### src/rtl/clk_period_meter.sv
// clk_period_meter: measures period and high time of a slow asynchronous
// signal in clk cycles, and flags an input that has stopped toggling.
module clk_period_meter #(
  parameter int unsigned CNT_W   = 32,
  parameter int unsigned TIMEOUT = 200000000
) (
  input  logic             clk,
  input  logic             rst,
  input  logic             en,
  input  logic             sig_in,
  output logic [CNT_W-1:0] period,
  output logic [CNT_W-1:0] high_time,
  output logic             valid,
  output logic             stalled,
  output logic [15:0]      meas_cnt
);

  localparam logic [CNT_W-1:0] TMO = CNT_W'(TIMEOUT);

  typedef enum logic {
    IDLE,
    MEASURE
  } state_t;

  state_t           state;
  logic             s1;
  logic             s2;
  logic             s_d;
  logic             rise;
  logic             fall;
  logic [CNT_W-1:0] cnt;
  logic [CNT_W-1:0] high_cap;

  // Synchroniser runs regardless of en so re-enable sees no stale edge.
  always_ff @(posedge clk or posedge rst) begin
    if (rst) begin
      s1  <= 1'b0;
      s2  <= 1'b0;
      s_d <= 1'b0;
    end else begin
      s1  <= sig_in;
      s2  <= s1;
      s_d <= s2;
    end
  end

  assign rise = s2 & ~s_d;
  assign fall = ~s2 & s_d;

  always_ff @(posedge clk or posedge rst) begin
    if (rst) begin
      state     <= IDLE;
      cnt       <= '0;
      high_cap  <= '0;
      period    <= '0;
      high_time <= '0;
      valid     <= 1'b0;
      stalled   <= 1'b0;
      meas_cnt  <= '0;
    end else begin
      valid <= 1'b0;
      if (!en) begin
        state <= IDLE;
        cnt   <= '0;
      end else begin
        unique case (state)
          IDLE: begin
            cnt <= '0;
            if (rise) begin
              state   <= MEASURE;
              cnt     <= CNT_W'(1);
              stalled <= 1'b0;
            end
          end
          MEASURE: begin
            if (fall) high_cap <= cnt;
            // A rise coinciding with the timeout still completes a period.
            if (rise) begin
              period    <= cnt;
              high_time <= high_cap;
              valid     <= 1'b1;
              meas_cnt  <= meas_cnt + 16'd1;
              cnt       <= CNT_W'(1);
            end else if (cnt == TMO) begin
              stalled <= 1'b1;
              state   <= IDLE;
              cnt     <= '0;
            end else begin
              cnt <= cnt + CNT_W'(1);
            end
          end
          default: state <= IDLE;
        endcase
      end
    end
  end

endmodule

### config.mk
export PLATFORM = sky130hd
export DESIGN_NAME = clk_period_meter
export DESIGN_NICKNAME = d
export VERILOG_FILES = /design/src/rtl/clk_period_meter.sv
export SDC_FILE = /design/constraint.sdc
export NUM_CORES = 1
export LEC_CHECK = 0
export CORE_MARGIN = 4
export CORE_UTILIZATION = 40
export CTS_CLUSTER_DIAMETER = 200
export DETAILED_ROUTE_END_ITERATION = 7
export PLACE_DENSITY_LB_ADDON = 0.15
export SLEW_MARGIN = 25
export SYNTH_ARGS = -nofsm -noshare
export SYNTH_HDL_FRONTEND = slang
export SYNTH_SLANG_ARGS = --single-unit
export TNS_END_PERCENT = 50
### constraint.sdc
create_clock -name clk -period 10.4 [get_ports clk]
set_clock_uncertainty 0.15 [all_clocks]
set_input_delay 3.12 -clock clk [delete_from_list [all_inputs] [get_ports clk]]
set_output_delay 3.12 -clock clk [all_outputs]
set_load 0.02 [all_outputs]
Yosys cells after proc, flatten, opt, wreduce, memory -nomap -nowiden

Index checks and enable logic that the tools add are counted.

Register bits: 150
Input bits: 4
Output and inout bits: 82
Word-level logic and storage cells: 41

$add $sub $neg: 2
Equal/unequal tests: 4
Multiplexer cells: 16
Bitwise logic cells: 5
Reduce and logical (&&, ||, !) cells: 3

Operator list:

| operator                                        | count |
|---|---|
| two-way mux 32 bit                              | 3 |
| case mux 32 bit (2 select lines)                | 1 |
| adder 32 x 1 -> 32 bit, second input constant   | 1 |
| == test 32 x 28 -> 1 bit, second input constant | 1 |
| adder 16 x 1 -> 16 bit, second input constant   | 1 |
| two-way mux 1 bit                               | 10 |
| AND reduction 3 bit                             | 2 |
| != test 2 bit, second input constant            | 2 |
| case mux 1 bit (2 select lines)                 | 2 |
| AND reduction 4 bit                             | 1 |
| inverter 1 bit                                  | 3 |
| AND 1 bit                                       | 2 |
| != test 2 x 1 -> 1 bit, second input constant   | 1 |

Logic depth before layout (Yosys ltp)

Gate-level depths: netlist of the first run.

Depth in word-level cells: 5
Gate-level depth with buffers: 7

Worst setup path after synthesis of the first run

Ideal clock, no wire load.

Path type: input to register
Start: input en
End: register high_time[10]
Setup time: 125 ps
Data arrival time: 4446 ps
Required time: 10125 ps
Setup slack: 5679 ps
Cell stages on the path: 5
Buffers on the path: 3
Path through: and4b_1 -> clkbuf_1 -> buf_2 -> buf_1 -> mux2_2

Cells in the longest elaborated chain, start to end: 1

RTL lines:

| element                       | line | text |
|---|---|---|
| from (decl)                   | 9    | `input logic en,` |
| AND reduction 3 bit (no line) | n/a  |  |
| to (signal assigned)          | 80   | `high_time <= high_cap;` |
| to (decl)                     | 12   | `output logic [CNT_W-1:0] high_time,` |

No other way between the ends.
A chain may end at the register's enable or synchronous reset.

Worst setup path in the final report of the first run

Start: input en
End: register meas_cnt[10]

Cells in the longest elaborated chain, start to end: 1

RTL lines:

| element                       | line | text |
|---|---|---|
| AND reduction 3 bit (no line) | n/a  |  |
| to (signal assigned)          | 82   | `meas_cnt <= meas_cnt + 16'd1;` |
| to (decl)                     | 15   | `output logic [15:0] meas_cnt` |

No other way between the ends.

==> run summary, run 1 <==
Status = completed
Synth warnings = 0
CP cell instances = clkdlybuf4s50_1 -> and4b_4 -> buf_4 -> nand4_1 -> or3_1 -> xnor2_1
Non-Filler Instances = 797
Avg Cell Area, Syn = 12.7 um2
Top Family by Delay on Critical Path = simple AND/OR/NAND/NOR gates
Capture point of the worst reg-to-reg path = meas_cnt[10]
Top Ports = 86
Height of the chip = 134 um
Sequential share of power = 46.3%
Fmax = 0.178 GHz
Reg clk slew, reported paths = 0.06 ns
Die span in x = 134 um
Drt pass-1 iters = 4
RR Startpoint = state
Post-DP HPWL = 9050 um
ANT nets after route = 0
CP Class = input pin to flop
Worst setup EP type = flop
Register area share after synthesis = 58.7%
Reg-to-reg slack, setup = 7.62 ns
CP Data Arrival Time = 5.76 ns
CP Max Fanout = 41
Clock sinks = 150
Hold WS = 0.216 ns
FP Rows = 45
Logic pwr share = 4.2%
Multi-input combinational cell area = 2450 um2
Placed cells = 764
Synth Register Bits = 150
NetSw = 0.278 mW
Hold Path End = s2
Synth Area in Compound Gates = 4.80%
Vias in the first global route = 4490
Wire per inst = 17.2 um
Slew Limit Fails = 0
RSZ-0062 raised after global routing = false
Fin area = 8050 um2
Internal = 1.03 mW
Fill cells = 1368
P_leak = 3.50 nW
Initial Util = 41.4%
Final setup violation count = 0
Initial antenna violation count = 0
Post-synthesis mux area share = 16.2%
Number of buffers and inverters on the critical path = 2
Max capacitance violation total = 0
Largest family of logic cells by synthesized area = multiplexers
CP Launch Type = input pin
DR vias/cell = 5.38
Post-CTS Repair Setup Buffers = 0
Post-CTS Hold Buffers = 0
First-pass GRT wire length = 23200 um
Skew-Pair Late Insertion Delay = 0.42 ns
Total congestion overflow = 0
Number of synthesized flops with an enable pin = 0
Final period util = 53.9%
Initial DRC count = 198
Switching portion of total power = 21.3%
Post-Synth XOR/XNOR Area = 3.84%
Post-synthesis adder-cell area fraction = 0.587%
H-tree depth = 4
Synth Instances = 503
Drt total wl = 13700 um
Pin count of the biggest net entering global routing = 100
Synthesized net count = 510
Setup total negative slack = 0 ns
Worst Tran Pin Value = 0.744 ns
Core Util, Final = 52.2%
Via count = 4291
DRC viols = 0
CTS tree = built
Syn Std Cell Area = 6390 um2
FF/Latch Area = 3750 um2
PortBufs = 85
GRT Util Overall = 16.1%
Clock Power Share = 49.5%
Ant. Diodes = 0
CTS root buf = clkbuf_16
Placed instance area = 7390 um2
Area Overhead vs Synth = 26.0%
Worst VDD drop = 0.112 mV
Slew headroom = 49.9%
GPL Wtd Cong = 0.803
CTS buffer count = 17
WHS Path Cells = 0
Pwr dens = 162 nW/um2
Async set-or-reset flop fraction in the synthesized netlist = 100%
PostCTS Resize Cnt = 0
Crit-path max cell delay = 0.63 ns
Share of cells above drive strength 1 = 23.2%
Tmin final = 5.61 ns
Core Area = 15400 um2
Worst min-delay path startpoint = s1
Post-synthesis simple-gate area fraction = 12.7%
Nets = 580
Data required, critical path = 10.55 ns
Main synth FF type = dfrtp_1
Die area = 18100 um2
CP max-delay cell = clkdlybuf4s50_1
Longest Clk Path Bufs = 2
Fin. Hold Viols = 0
Synth unique cells = 40
R2R depth = 5
Worst Hold Class = flop to flop
## registers in the layout (all words and copies together) (netlist names)
| name | count |
|---|---|
| state | 1 |
| high_time | 32 |
| valid | 1 |
| s2 | 1 |
| s1 | 1 |
| cnt | 32 |
| meas_cnt | 16 |
| s_d | 1 |
| high_cap | 32 |
| stalled | 1 |
| period | 32 |
## power groups by stage
| stage | Clock (mW) | Combinational, mW | Sequential, mW |
|---|---|---|---|
| 6_report | 0.646 | 0.0542 | 0.604 |
| 5_1_grt | 0.688 | 0.0606 | 0.606 |
| 2_1_floorplan | 0 | 0.0250 | 0.618 |
| 4_1_cts | 0.663 | 0.0546 | 0.604 |
| 3_3_place_gp | 0 | 0.0529 | 0.614 |
| 3_5_place_dp | 0 | 0.0545 | 0.615 |
## layer usage
layer | global-route usage [%] | vias to the layer above | share of wire, %
li1 | - | 1988 | -
met1 | 22.2 | 2184 | 47
met2 | 24.2 | 107 | 47
met3 | 4.65 | 12 | 4.6
met4 | 6.05 | 0 | 1.3
met5 | 0 | - | 0
## synthesized netlist by cell type (3+ instances only)
master    count  share of area, %
buf_4         4              0.47
and4_1        8               1.1
ha_1          3              0.59
nor3_1       18               1.4
xor2_1       12               1.6
xnor2_1      16               2.2
nand3_1      15               1.2
o21ai_0      17               1.3
nor2_1        6              0.35
a211oi_1     13               1.5
o31ai_1       5              0.59
dfrtp_1     150                59
nor4_1       10              0.98
mux2_2       91                16
or4_1         7              0.82
inv_1         8              0.47
nand4_1      22               2.2
nand2_1      23               1.4
nor4b_1       5              0.69
or3_1        12               1.2
a211oi_2      3              0.59
buf_2         6              0.47
clkbuf_1     27               1.6
## placed cells by master (no fill, tap or decap), types with 13 or more instances in the layout
master,synthesis,routed
dfrtp_1,150,150
mux2_2,91,91
clkdlybuf4s50_1,0,85
nand2_1,23,23
nand4_1,22,22
nor3_1,18,18
o21ai_0,17,17
clkbuf_16,0,17
xnor2_1,16,16
nand3_1,15,15
a211oi_1,13,13
## cell families (layout without fill, tap and decap cells)
group	Yosys count	in the layout
AOI/OAI and AO/OA	44	44
and+or+nand+nor	138	138
adders and majority gates	3	3
xor gates and xnor gates	28	28
buffers and inverters	48	131
muxes	92	92
DFF	150	150
## per-stage QoR
stage	worst slack (ns)	power, mW
final	4.79	1.30
after global routing	4.63	1.35
after CTS	4.78	1.32
after detailed placement	4.33	0.669
after global placement	4.42	0.667
after floorplan	3.09	0.643
## cell type report
class,instances,area share [%]
clock buffer,20,5.67
clock inverter,12,2.17
inverter,8,0.435
timing repair buffer,91,11.4
tap,211,3.28
sequential,150,46.6
multi-input combinational,305,30.5
## worst reg2reg max path, delay by kind of cell, from the launching register on
| family | cells | cell delay, ns |
|---|---|---|
| flops | 1 | 0.50 |
| xor+xnor | 1 | 0.13 |
| buf+inv | 1 | 0.55 |
| simple gates | 3 | 1.33 |
## how the worst max path moves through the flow
| stage | start | to | slack, ns | cells after the start |
|---|---|---|---|---|
| floorplan | rst | cnt[0] | 3.09 | 1 |
| global placement | en | meas_cnt[10] | 4.42 | 6 |
| detailed placement | en | meas_cnt[10] | 4.33 | 6 |
| CTS | en | meas_cnt[10] | 4.78 | 6 |
| global route | en | meas_cnt[10] | 4.63 | 6 |
| finish | en | meas_cnt[10] | 4.79 | 6 |
Note: power is estimated with default switching activity, not from simulation.
==> inputs of run 2 (changes only) <==
==> constraint.sdc (replaced) <==
create_clock -name clk -period 5.1 [get_ports clk]
set_clock_uncertainty 0.15 [all_clocks]
set_input_delay 1.53 -clock clk [delete_from_list [all_inputs] [get_ports clk]]
set_output_delay 1.53 -clock clk [all_outputs]
set_load 0.02 [all_outputs]
==> run 2 against run 1 <==
Global-route usage is essentially flat; setup slack got worse by 3.2 ns; combinational power up 99%; critical path depth shrank 2; sequential power up 100%; wire length grew 0.95%; design area decreased by 0.73%; worst hold slack got worse by 0.017 ns; via count shrank 0.82%; first-iteration DRC count grew 64%; sequential cell count stayed put.
==> run summary, run 2 (synthesis gave the netlist of run 1 again) <==
FP Rows = 45
Initial antenna violation count = 0
Post-CTS Repair Setup Buffers = 0
Die span in x = 134 um
Pwr Total = 2.53 mW
Internal = 1.95 mW
P_leak = 3.47 nW
RR Startpoint = cnt[0]
Final period util = 69.5%
Slew headroom = 44.8%
Fin. Hold Viols = 0
DRC viols = 0
CTS tree = built
Die area = 18100 um2
H-tree depth = 4
Total congestion overflow = 0
PortBufs = 85
NetSw = 0.580 mW
Pin count of the biggest net entering global routing = 68
CP Data Arrival Time = 3.70 ns
Share of cells above drive strength 1 = 23.2%
Logic pwr share = 4.3%
GPL Wtd Cong = 0.746
Pwr dens = 316 nW/um2
Longest Clk Path Bufs = 2
Clock sinks = 150
Skew-Pair Late Insertion Delay = 0.43 ns
CTS buffer count = 17
Worst Hold Class = flop to flop
Via count = 4256
CP cell instances = clkdlybuf4s50_1 -> nand4b_1 -> buf_4 -> mux2_2
Post-DP HPWL = 9200 um
Post-CTS Hold Buffers = 0
Final setup violation count = 0
Worst Tran Pin Value = 0.823 ns
Worst min-delay path startpoint = s1
Nets = 581
Crit-path max cell delay = 0.71 ns
Worst VDD drop = 0.225 mV
CP Class = input pin to flop
CP max-delay cell = nand4b_1
Reg clk slew, reported paths = 0.06 ns
Switching portion of total power = 23.0%
Wire per inst = 17.3 um
FF/Latch Area = 3750 um2
Status = completed
PostCTS Resize Cnt = 0
Fmax = 0.282 GHz
Critical path origin = en
Max capacitance violation total = 0
Sequential share of power = 48.8%
Ant. Diodes = 0
GRT Util Overall = 16.1%
Area Overhead vs Synth = 25.1%
First-pass GRT wire length = 23000 um
Height of the chip = 134 um
ANT nets after route = 0
RSZ-0062 raised after global routing = false
Worst setup EP type = flop
Most common cell after layout, fill and taps aside = dfrtp_1
Drt pass-1 iters = 4
Number of buffers and inverters on the critical path = 2
Tmin final = 3.55 ns
Clock Power Share = 47.0%
Top Ports = 86
DR vias/cell = 5.33
Fill cells = 1403
CP Launch Type = input pin
Setup total negative slack = 0 ns
Top Family by Delay on Critical Path = buffers and inverters
Core Area = 15400 um2
Most frequent cells in the layout = dfrtp_1 (150), mux2_2 (91), clkdlybuf4s50_1 (85)
Initial Util = 41.4%
Initial DRC count = 324
Vias in the first global route = 4337
Multi-input combinational cell area = 2450 um2
Slew Limit Fails = 0
Core Util, Final = 51.8%
Drt total wl = 13800 um
CTS root buf = clkbuf_16
Data required, critical path = 5.26 ns
CP Max Fanout = 24
-- run 2: changes by cell type in the layout (fill, tap and decap cells not counted) --
cell and change:
buf_12 +2, inv_6 -1, clkinv_4 +1, clkbuf_1 +1, clkinvlp_4 +2, bufinv_16 -3, buf_16 -1
-- run 2: cell type report --
cell class | count | share of cell area [%]
Sequential cell | 150 | 46.9
Multi-Input combinational cell | 305 | 30.7
Timing Repair Buffer | 92 | 11.6
Clock buffer | 21 | 5.76
Tap cell | 211 | 3.30
Clock inverter | 11 | 1.27
Inverter | 8 | 0.423
-- run 2: final timing paths --
path | endpoint | slack [ns] | cells past startpoint
min in group asynchronous | period[7] | 1.39 | 2
min | s2 | 0.20 | 0
max reg2reg | cnt[12] | 2.40 | 7
max | high_cap[20] | 1.55 | 4
max in group asynchronous | cnt[25] | 2.65 | 3
min reg2reg | s2 | 0.20 | 0
-- run 2: power by group through the flow --
| stage | logic (mW) | registers, mW | clock network (mW) |
|---|---|---|---|
| global placement | 0.110 | 1.25 | 0 |
| floorplan | 0.0512 | 1.26 | 0 |
| CTS | 0.111 | 1.23 | 1.21 |
| detailed placement | 0.111 | 1.25 | 0 |
| global route | 0.122 | 1.23 | 1.27 |
| finish | 0.108 | 1.23 | 1.19 |
-- run 2: layer usage --
metal	vias to the layer above	GRT usage [%]	routed length [um]
met1	2156	22.3	6580
met4	0	6.11	173
met3	16	4.39	595
li1	1984	-	-
met5	-	0	0
met2	100	24.3	6500
-- run 2: stage by stage --
| stage | hold slack (ns) | cell area (um2) | instances | setup slack (ns) |
|---|---|---|---|---|
| 2_1_floorplan | 0.181 | 6400 | 503 | 1.53 |
| 3_3_place_gp | 0.189 | 7420 | 766 | 1.13 |
| 3_5_place_dp | 0.186 | 7420 | 766 | 1.07 |
| 4_1_cts | 0.204 | 7990 | 798 | 1.53 |
| 5_1_grt | 0.209 | 8000 | 798 | 1.46 |
| 6_report | 0.199 | 8000 | 798 | 1.55 |
-- run 2: worst reg2reg max path: stages (launching register included) --
cell     delay, ns
dfrtp_1       0.47
inv_1         0.11
ha_1          0.19
nor4b_1       0.23
nand4_1       0.23
nor4_4        0.70
buf_4         0.39
nor3_1        0.10
==> inputs of run 3 (changes only) <==
==> constraint.sdc (replaced) <==
create_clock -name clk -period 3.64 [get_ports clk]
set_clock_uncertainty 0.15 [all_clocks]
set_input_delay 1.092 -clock clk [delete_from_list [all_inputs] [get_ports clk]]
set_output_delay 1.092 -clock clk [all_outputs]
set_load 0.02 [all_outputs]
==> run 3 against run 2 <==
Register-to-register slack worse by 1.3 ns; total power is 48% higher; global-route usage shrank 0.15 points; critical path type is now flop to primary output; largest power group is now clock.
==> run summary, run 3 (synthesis gave the netlist of run 1 again) <==
RR Startpoint = cnt[0]
CTS tree = built
CP Class = flop to primary output
RSZ-0062 raised after global routing = false
Slew Limit Fails = 0
WHS Path Cells = 0
Setup WS post-layout = 0.827 ns
Crit-path max cell delay = 0.66 ns
First-pass GRT wire length = 22900 um
Tmin final = 2.81 ns
Worst setup EP type = primary output
Worst Hold Class = flop to flop
DP Worst Slack = 0.468 ns
FP Rows = 45
CP Max Fanout = 7
Pwr dens = 459 nW/um2
Critical Path Stages = 1
Hold WS = 0.216 ns
DR vias/cell = 5.39
Worst min-delay path startpoint = s1
Share of cells above drive strength 1 = 23.9%
Setup total negative slack = 0 ns
Initial DRC count = 234
Reg-to-reg slack, setup = 1.07 ns
Fin. Hold Viols = 0
Area Overhead vs Synth = 27.0%
Data required, critical path = 2.40 ns
Pin count of the biggest net entering global routing = 47
CP max-delay cell = clkdlybuf4s50_1
Final setup violation count = 0
Initial Util = 41.4%
Post-CTS Hold Buffers = 0
Post-CTS Repair Setup Buffers = 0
Longest Clk Path Bufs = 2
Top Ports = 86
P_leak = 3.52 nW
Die area = 18100 um2
Number of buffers and inverters on the critical path = 1
Fill cells = 1349
Max capacitance violation total = 0
CP Data Arrival Time = 1.57 ns
H-tree depth = 4
PostCTS Resize Cnt = 0
Pwr Total = 3.73 mW
Top Family by Delay on Critical Path = buffers and inverters
CP Launch Type = flop
Crit path to = meas_cnt[1]
Capture point of the worst reg-to-reg path = cnt[26]
Worst VDD drop = 0.322 mV
Via count = 4331
PortBufs = 85
Wire per inst = 16.8 um
Most frequent cells in the layout = dfrtp_1 (150), mux2_2 (91), clkdlybuf4s50_1 (85)
Drt pass-1 iters = 4
FF/Latch Area = 3750 um2
Fmax = 0.355 GHz
Slew headroom = 62.3%
Skew-Pair Late Insertion Delay = 0.43 ns
Height of the chip = 134 um
Multi-input combinational cell area = 2440 um2
CTS buffer count = 17
Post-DP HPWL = 9320 um
Initial antenna violation count = 0
Most common cell after layout, fill and taps aside = dfrtp_1
Clock sinks = 150
DRC viols = 0
Die span in x = 134 um
Reg clk slew, reported paths = 0.06 ns
Drt total wl = 13500 um
Nets = 587
Total congestion overflow = 0
CP cell instances = clkdlybuf4s50_1
Core Area = 15400 um2
Critical path origin = meas_cnt[1]
Vias in the first global route = 4402
ANT nets after route = 0
CTS root buf = clkbuf_16
Status = completed
R2R depth = 5
Ant. Diodes = 0
Final period util = 77.3%
Worst Tran Pin Value = 0.564 ns
GRT Util Overall = 16.0%
GPL Wtd Cong = 0.791
[run 3: cell types whose count changed in the layout (fill, tap and decap cells not counted), sizes merged]
cell / change
clkinv: -1
bufinv: +3
clkinvlp: -1
clkbuf: -1
buf: +6
[run 3: how the worst min path moves through the flow]
| stage | to | slack, ns |
|---|---|---|
| 2_1_floorplan | s2 | 0.18 |
| 3_3_place_gp | s2 | 0.20 |
| 3_5_place_dp | s2 | 0.20 |
| 4_1_cts | s2 | 0.22 |
| 5_1_grt | s2 | 0.23 |
| 6_report | s2 | 0.22 |
[run 3: worst register-to-register path: stages (launching register included)]
cell and delay (ns):
dfrtp_1 0.49, ha_1 0.26, and4_1 0.36, nand4_1 0.38
or4_1 0.58, a211oi_1 0.25
[run 3: cell type report]
type                       instances  share of cell area [%]
multi-input combinational        305                    30.1
clock buffer                      20                    5.50
inverter                           8                   0.416
timing repair buffer              98                    12.3
tap                              211                    3.25
clock inverter                    12                    2.16
sequential                       150                    46.2
[run 3: routing by layer]
layer,track usage [%],up-vias,part of all wire (%)
met5,0,-,0
met4,6.84,0,1.9
met3,4.20,21,4.9
met2,24.4,105,46
met1,21.5,2207,47
li1,-,1998,-
[run 3: where the power goes]
group / switching, mW / internal [mW] / leakage (nW) / total (mW)
registers: 0.0376 / 1.69 / 2.08 / 1.73
clock network: 0.680 / 1.16 / 0.296 / 1.84
logic: 0.0923 / 0.0666 / 1.14 / 0.159
total: 0.810 / 2.92 / 3.52 / 3.73
[run 3: per-stage QoR]
| stage | area, um2 | utilization (%) | instances |
|---|---|---|---|
| 6_report | 8120 | 52.6 | 804 |
| 5_1_grt | 8120 | 52.6 | 804 |
| 4_1_cts | 8120 | 52.6 | 804 |
| 3_5_place_dp | 7490 | 48.6 | 772 |
| 3_3_place_gp | 7490 | 48.6 | 772 |
| 2_1_floorplan | 6400 | - | 503 |
